--- src/rtl/addernet_psum_acc_if.sv ---
// Bundles the partial-sum accumulator's control, data and output handshake signals.
// The master side drives start, tiles and ready. The slave side returns busy, valid, sum and overrun.
// Widths follow the accumulator parameters: NTILE for the count, NACC for the sum, NRESULT+1 for the tile result.
interface addernet_psum_acc_if #(
  parameter int NRESULT = 22,
  parameter int NACC    = 32,
  parameter int NTILE   = 8
);
  logic                      i_start;
  logic [NTILE-1:0]          i_ntile;
  logic signed [NACC-1:0]    i_bias;
  logic                      i_valid;
  logic signed [NRESULT:0]   i_result;
  logic                      o_busy;
  logic                      o_valid;
  logic                      i_ready;
  logic signed [NACC-1:0]    o_sum;
  logic                      o_overrun;

  modport master (
    output i_start, i_ntile, i_bias, i_valid, i_result, i_ready,
    input  o_busy, o_valid, o_sum, o_overrun
  );

  modport slave (
    input  i_start, i_ntile, i_bias, i_valid, i_result, i_ready,
    output o_busy, o_valid, o_sum, o_overrun
  );
endinterface

--- src/rtl/addernet_psum_acc.sv ---
// Accumulates ntile signed core results and emits a saturated bias - sum(results).
// Latency: o_valid and o_sum appear 1 cycle after the last tile is accepted.
// Backpressure: o_sum and o_valid are held until i_ready; i_result is never stalled, and stray i_valid raises o_overrun.
module addernet_psum_acc #(
  parameter int NRESULT = 22,
  parameter int NACC    = 32,
  parameter int NTILE   = 8
) (
  input  logic                 CLK,
  input  logic                 RST,
  addernet_psum_acc_if.slave   bus
);

  typedef enum logic [1:0] {
    ST_IDLE = 2'd0,
    ST_ACC  = 2'd1,
    ST_DONE = 2'd2
  } state_t;

  localparam logic signed [NACC-1:0] SUM_MAX = {1'b0, {(NACC-1){1'b1}}};
  localparam logic signed [NACC-1:0] SUM_MIN = {1'b1, {(NACC-1){1'b0}}};

  state_t                 state_q, state_d;
  logic signed [NACC-1:0] acc_q, acc_d;
  logic [NTILE-1:0]       cnt_q, cnt_d;
  logic [NTILE-1:0]       ntile_q, ntile_d;
  logic signed [NACC-1:0] bias_q, bias_d;
  logic signed [NACC-1:0] sum_q, sum_d;
  logic                   overrun_q, overrun_d;

  logic signed [NACC-1:0] res_ext;
  logic signed [NACC-1:0] acc_nxt;
  logic signed [NACC:0]   diff;
  logic signed [NACC-1:0] diff_sat;

  // Next-state logic: start acceptance, tile accumulation, output hold and overrun tracking
  always_comb begin
    state_d   = state_q;
    acc_d     = acc_q;
    cnt_d     = cnt_q;
    ntile_d   = ntile_q;
    bias_d    = bias_q;
    sum_d     = sum_q;
    overrun_d = overrun_q;

    res_ext  = {{(NACC-NRESULT-1){bus.i_result[NRESULT]}}, bus.i_result};
    acc_nxt  = acc_q + res_ext;
    // One extra bit makes bias - acc exact, so saturation only needs a top-two-bit check.
    diff     = {bias_q[NACC-1], bias_q} - {acc_nxt[NACC-1], acc_nxt};
    diff_sat = diff[NACC-1:0];
    if (diff[NACC] != diff[NACC-1]) begin
      diff_sat = diff[NACC] ? SUM_MIN : SUM_MAX;
    end

    unique case (state_q)
      ST_IDLE: begin
        if (bus.i_start && (bus.i_ntile != '0)) begin
          // The start clear wins over a same-cycle stray i_valid.
          ntile_d   = bus.i_ntile;
          bias_d    = bus.i_bias;
          acc_d     = '0;
          cnt_d     = '0;
          overrun_d = 1'b0;
          state_d   = ST_ACC;
        end else if (bus.i_valid) begin
          overrun_d = 1'b1;
        end
      end
      ST_ACC: begin
        if (bus.i_valid) begin
          acc_d = acc_nxt;
          cnt_d = cnt_q + NTILE'(1);
          if (cnt_q == ntile_q - NTILE'(1)) begin
            sum_d   = diff_sat;
            state_d = ST_DONE;
          end
        end
      end
      ST_DONE: begin
        if (bus.i_valid) begin
          overrun_d = 1'b1;
        end
        if (bus.i_ready) begin
          state_d = ST_IDLE;
        end
      end
      default: state_d = ST_IDLE;
    endcase
  end

  // State and datapath registers with synchronous reset
  always_ff @(posedge CLK) begin
    if (RST) begin
      state_q   <= ST_IDLE;
      acc_q     <= '0;
      cnt_q     <= '0;
      ntile_q   <= '0;
      bias_q    <= '0;
      sum_q     <= '0;
      overrun_q <= 1'b0;
    end else begin
      state_q   <= state_d;
      acc_q     <= acc_d;
      cnt_q     <= cnt_d;
      ntile_q   <= ntile_d;
      bias_q    <= bias_d;
      sum_q     <= sum_d;
      overrun_q <= overrun_d;
    end
  end

  assign bus.o_busy    = (state_q != ST_IDLE);
  assign bus.o_valid   = (state_q == ST_DONE);
  assign bus.o_sum     = sum_q;
  assign bus.o_overrun = overrun_q;

endmodule

--- src/flat_wrapper.sv ---
// flat-port wrapper written by rule: the top's interface ports become plain ports
module addernet_psum_acc_flat 
#(
  parameter int NRESULT = 22,
  parameter int NACC    = 32,
  parameter int NTILE   = 8
)
  (CLK, RST, bus_i_start, bus_i_ntile, bus_i_bias, bus_i_valid, bus_i_result, bus_i_ready, bus_o_busy, bus_o_valid, bus_o_sum, bus_o_overrun);
  addernet_psum_acc_if #(.NRESULT(NRESULT), .NACC(NACC), .NTILE(NTILE)) bus_i ();
  input  logic CLK;
  input  logic RST;
  input wire logic [$bits(bus_i.i_start)-1:0] bus_i_start;
  input wire logic [$bits(bus_i.i_ntile)-1:0] bus_i_ntile;
  input wire logic [$bits(bus_i.i_bias)-1:0] bus_i_bias;
  input wire logic [$bits(bus_i.i_valid)-1:0] bus_i_valid;
  input wire logic [$bits(bus_i.i_result)-1:0] bus_i_result;
  input wire logic [$bits(bus_i.i_ready)-1:0] bus_i_ready;
  output wire logic [$bits(bus_i.o_busy)-1:0] bus_o_busy;
  output wire logic [$bits(bus_i.o_valid)-1:0] bus_o_valid;
  output wire logic [$bits(bus_i.o_sum)-1:0] bus_o_sum;
  output wire logic [$bits(bus_i.o_overrun)-1:0] bus_o_overrun;
  assign bus_i.i_start = bus_i_start;
  assign bus_i.i_ntile = bus_i_ntile;
  assign bus_i.i_bias = bus_i_bias;
  assign bus_i.i_valid = bus_i_valid;
  assign bus_i.i_result = bus_i_result;
  assign bus_i.i_ready = bus_i_ready;
  assign bus_o_busy = bus_i.o_busy;
  assign bus_o_valid = bus_i.o_valid;
  assign bus_o_sum = bus_i.o_sum;
  assign bus_o_overrun = bus_i.o_overrun;
  addernet_psum_acc #(.NRESULT(NRESULT), .NACC(NACC), .NTILE(NTILE)) u_core (.CLK(CLK), .RST(RST), .bus(bus_i));
endmodule
--- config.mk ---
export PLATFORM = sky130hd
export DESIGN_NAME = addernet_psum_acc_flat
export DESIGN_NICKNAME = d
export VERILOG_FILES = /design/src/rtl/addernet_psum_acc_if.sv /design/src/rtl/addernet_psum_acc.sv /design/src/flat_wrapper.sv
export SDC_FILE = /design/constraint.sdc
export NUM_CORES = 1
export LEC_CHECK = 0
export ABC_AREA = 1
export BUFFER_PORTS_ARGS = -buffer_cell sky130_fd_sc_hd__buf_2
export CAP_MARGIN = 40
export CORE_MARGIN = 2
export CORE_UTILIZATION = 50
export DETAILED_ROUTE_END_ITERATION = 6
export PLACE_DENSITY = 0.73
export SLEW_MARGIN = 10
export SYNTH_ARGS = -nofsm -noshare
export SYNTH_HDL_FRONTEND = slang
export SYNTH_SLANG_ARGS = --single-unit
export TNS_END_PERCENT = 10
--- constraint.sdc ---
create_clock -name CLK -period 3.7 [get_ports CLK]
set_input_delay 0.37 -clock CLK [delete_from_list [all_inputs] [get_ports CLK]]
set_output_delay 0.37 -clock CLK [all_outputs]
set_load 0.05 [all_outputs]
==> impl_metrics.csv <==
group,metric,value,unit
logic_synthesis,synthDominantCellAreaShare,26.8,%
logic_synthesis,async_flop_share,0,%
timing,min_period,3.71,ns
logic_synthesis,syn_area_per_cell,6.32,µm²
layout,antennaDiodeCount,0,
worst_setup_path,cp.required,4.01,ns
logic_synthesis,synthMostInstantiatedCell,"nand2_1",
global_route,track_usage,28.3,%
power_and_ir_drop,total_power,4770,µW
global_route,grt_pass1_vias,8749,
timing,setup_violations,6,
hold_path,hold_path_class,"in2reg",
logic_synthesis,synth-edff-count,0,
worst_setup_path,crit_path_end_kind,"flip-flop",
worst_setup_path,path_common_cell,"nand2_1",
worst_setup_path,critPathMaxStageDelay,0.34,ns
logic_synthesis,yosysWarnings,0,
clocking,numClockSinks,115,
clocking,insertion_delay,0.43,ns
layout,syn2layout_area_growth,33.3,%
placed_design,gp_congestion,0.946,
logic_synthesis,synth_common_cells,"nand2_1, a21oi_1, inv_1",
worst_setup_path,cp_cell_sequence,"ha_1 -> buf_4 -> nand2_1 -> o21ai_1 -> nand2_1 -> nand2_1 -> nand2_1 -> nand3_1 -> xor2_2 -> ha_4 -> nand2_2 -> inv_1 -> nand2_1 -> nand2_1 -> nand2_1 -> nand2_1 -> a21oi_2 -> nand2_1 -> nand2_1 -> nand2_2 -> a21oi_4 -> clkbuf_16 -> a21oi_1",
die,die_w,135,µm
logic_synthesis,synth_area,8590,µm²
global_route,grt_overflow_total,0,
worst_setup_path,cp_slowest_cell,"ha_1",
drt,remaining_drc_errors,0,
clocking,cts_tree,"done",
timing,maxSlewHeadroom,45.8,%
logic_synthesis,synth_seq_cells,115,
clocking,ctsHtreeMaxLevel,4,
layout,fin_nets,1683,
drt,drt-pass1-iter-count,5,
clocking,cts_buffer_depth,2,
die,start_util,51.4,%
logic_synthesis,synth_area_leaders,"dfxtp_1, nand2_1, a21oi_1, ha_1, inv_1",
placed_design,io_buffers,102,
logic_synthesis,ys_seq_area_share,26.8,%
layout,drive_above_1_share,26.6,%
worst_setup_path,arrival,4.01,ns
timing,whs,0.223,ns
clocking,clkTransAtPathRegs,0.06,ns
logic_synthesis,synth_cell_types,34,
logic_synthesis,synth_flop_cell,"dfxtp_1",
worst_setup_path,startpoint,"u_core.acc_q[4]$_SDFFE_PP0P_",
die,rows,47,
timing,fin_crit_sh,100,%
global_route,grt_max_degree,68,
drt,vias_per_cell,5.39,
logic_synthesis,syn-num-nets,1495,
status,violations,"negative setup slack",
die,die_h,135,µm
global_route,grt_pass1_wl,41.1,mm
power_and_ir_drop,p_per_area,416,nW/µm²
worst_setup_path,crit_type,"reg2reg",
drt,routedWlPerCell,15.1,µm
timing,hold_viol,0,
die,dieArea,18200,µm²
drt,ant_nets,0,
timing,fin_ws,-0.00539,ns
hold_path,min_from,"bus_i_bias[2]",
drt,routed_wl,26.9,mm
drt,vias,9603,
die,core_area,16700,µm²
power_and_ir_drop,vdd_ir_drop_max,352,µV
run,maxCapViolCount,0,
timing,max_freq,270,MHz
die,io_pins,103,
placed_design,dp.final_hpwl,19.5,mm
worst_setup_path,crit-reg2reg-launch,"u_core.acc_q[4]$_SDFFE_PP0P_",
clocking,cts_buffers,17,
worst_setup_path,critPathLaunchType,"flip-flop",
logic_synthesis,synthCells,1360,
timing,drv_slew,0,
clocking,clockRootBuffer,"clkbuf_16",
drt,drt_iter0_markers,745,
logic_synthesis,yosysTopAreaCell,"dfxtp_1",
worst_setup_path,path_max_fanout,8,
clocking,cts_hold_buffers,0,
timing,worst_slew_pin_slew,0.812,ns
status,status,"complete, but fails checks",
power_and_ir_drop,p_leak,0.00551,µW
timing,fin_skew,0.00944,ns
global_route,antenna_found_initial,0,
timing,tns,-0.0137,ns
-- worst max-delay path, delay by kind of cell (launching register included) --
kind	cells	cell delay, ns
flip-flops	1	0.32
buffers and inverters	3	0.42
adder cells (fa/ha/maj)	2	0.60
XOR/XNOR	1	0.24
AND/OR/NAND/NOR	13	1.21
AO/OA/AOI/OAI	4	0.77
-- path summary, 6_finish.rpt --
check	cells past startpoint	slack [ns]	to
setup / recovery	23	-0.005	u_core.bus.o_sum[10]$_SDFFE_PP0P_
setup reg to reg	23	-0.005	u_core.bus.o_sum[10]$_SDFFE_PP0P_
hold / removal	3	0.22	u_core.bias_q[2]$_SDFFE_PP0P_
hold reg to reg	2	0.45	u_core.bias_q[7]$_SDFFE_PP0P_
-- sequential cells by signal (all words and copies together), names as in the netlist --
register and cells:
u_core.acc_q 32, u_core.bias_q 32, u_core.bus.o_overrun 1, u_core.bus.o_sum 32, u_core.cnt_q 8, u_core.ntile_q 8, u_core.state_q 2
-- per-layer routing --
metal	part of all wire [%]	track usage, %	vias up	wire [µm]
met5	0	0	-	0
met2	45	45.5	336	12200
met4	2.0	7.87	0	524
met1	46	39.6	4409	12400
li1	-	-	4802	-
met3	6.5	4.35	56	1740
-- repair_timing --
item / 4_1_cts / 5_1_grt
gates resized for setup: 0 / 181
endpoints found under the setup margin: 0 / 32
setup buffers: 0 / 6
-- placed cells by master (no fill, tap or decap), types with 6 or more instances in the layout --
cell,netlist,layout
a21oi_1,170,140
a21oi_2,13,40
buf_2,0,102
buf_4,10,98
clkbuf_16,0,19
dfxtp_1,115,111
ha_1,65,33
ha_4,0,27
inv_1,161,159
inv_2,6,7
nand2_1,400,363
nand2_2,8,40
nand3_1,66,60
nand3_2,0,6
nand3b_1,13,13
nand4_1,6,6
nor2_1,105,86
nor2_2,2,19
nor3_1,15,13
o21ai_0,97,85
o21ai_1,0,7
o21bai_1,12,11
or2_2,7,6
xnor2_1,9,9
xor2_1,33,29
-- report_power, final --
part / internal (µW) / total [µW] / leakage, µW / switching, µW
registers: 1290 / 1340 / 0.000940 / 45.3
logic: 674 / 1620 / 0.00427 / 951
clock network: 1210 / 1800 / 0.000304 / 593
-- per-stage QoR --
| stage | cell area [µm²] | util [%] | cells | setup slack, ns |
|---|---|---|---|---|
| floorplan | 8590 | - | 1360 | 0.239 |
| global placement | 9920 | 59.4 | 1740 | -0.0467 |
| detailed placement | 9920 | 59.4 | 1740 | -0.150 |
| CTS | 10600 | 63.2 | 1772 | 0.00840 |
| global route | 11500 | 68.6 | 1781 | -0.203 |
| finish | 11500 | 68.6 | 1781 | -0.00539 |
-- cells by family after synthesis --
kind of cell	synth area share (%)
buffers and inverters	9.57
flip-flops	26.8
XOR/XNOR	4.54
adder cells (fa/ha/maj)	9.93
AND/OR/NAND/NOR	30.3
AO/OA/AOI/OAI	18.9
-- area by class of cell --
type / count / area (µm²)
Clock buffer: 22 / 454
Multi-Input combinational cell: 1042 / 6270
Sequential cell: 115 / 2310
Fill cell: 1454 / 5240
Tap cell: 220 / 275
Timing Repair Buffer: 205 / 1350
Clock inverter: 10 / 180
Inverter: 167 / 627
Note: power is estimated with default switching activity, not from simulation.
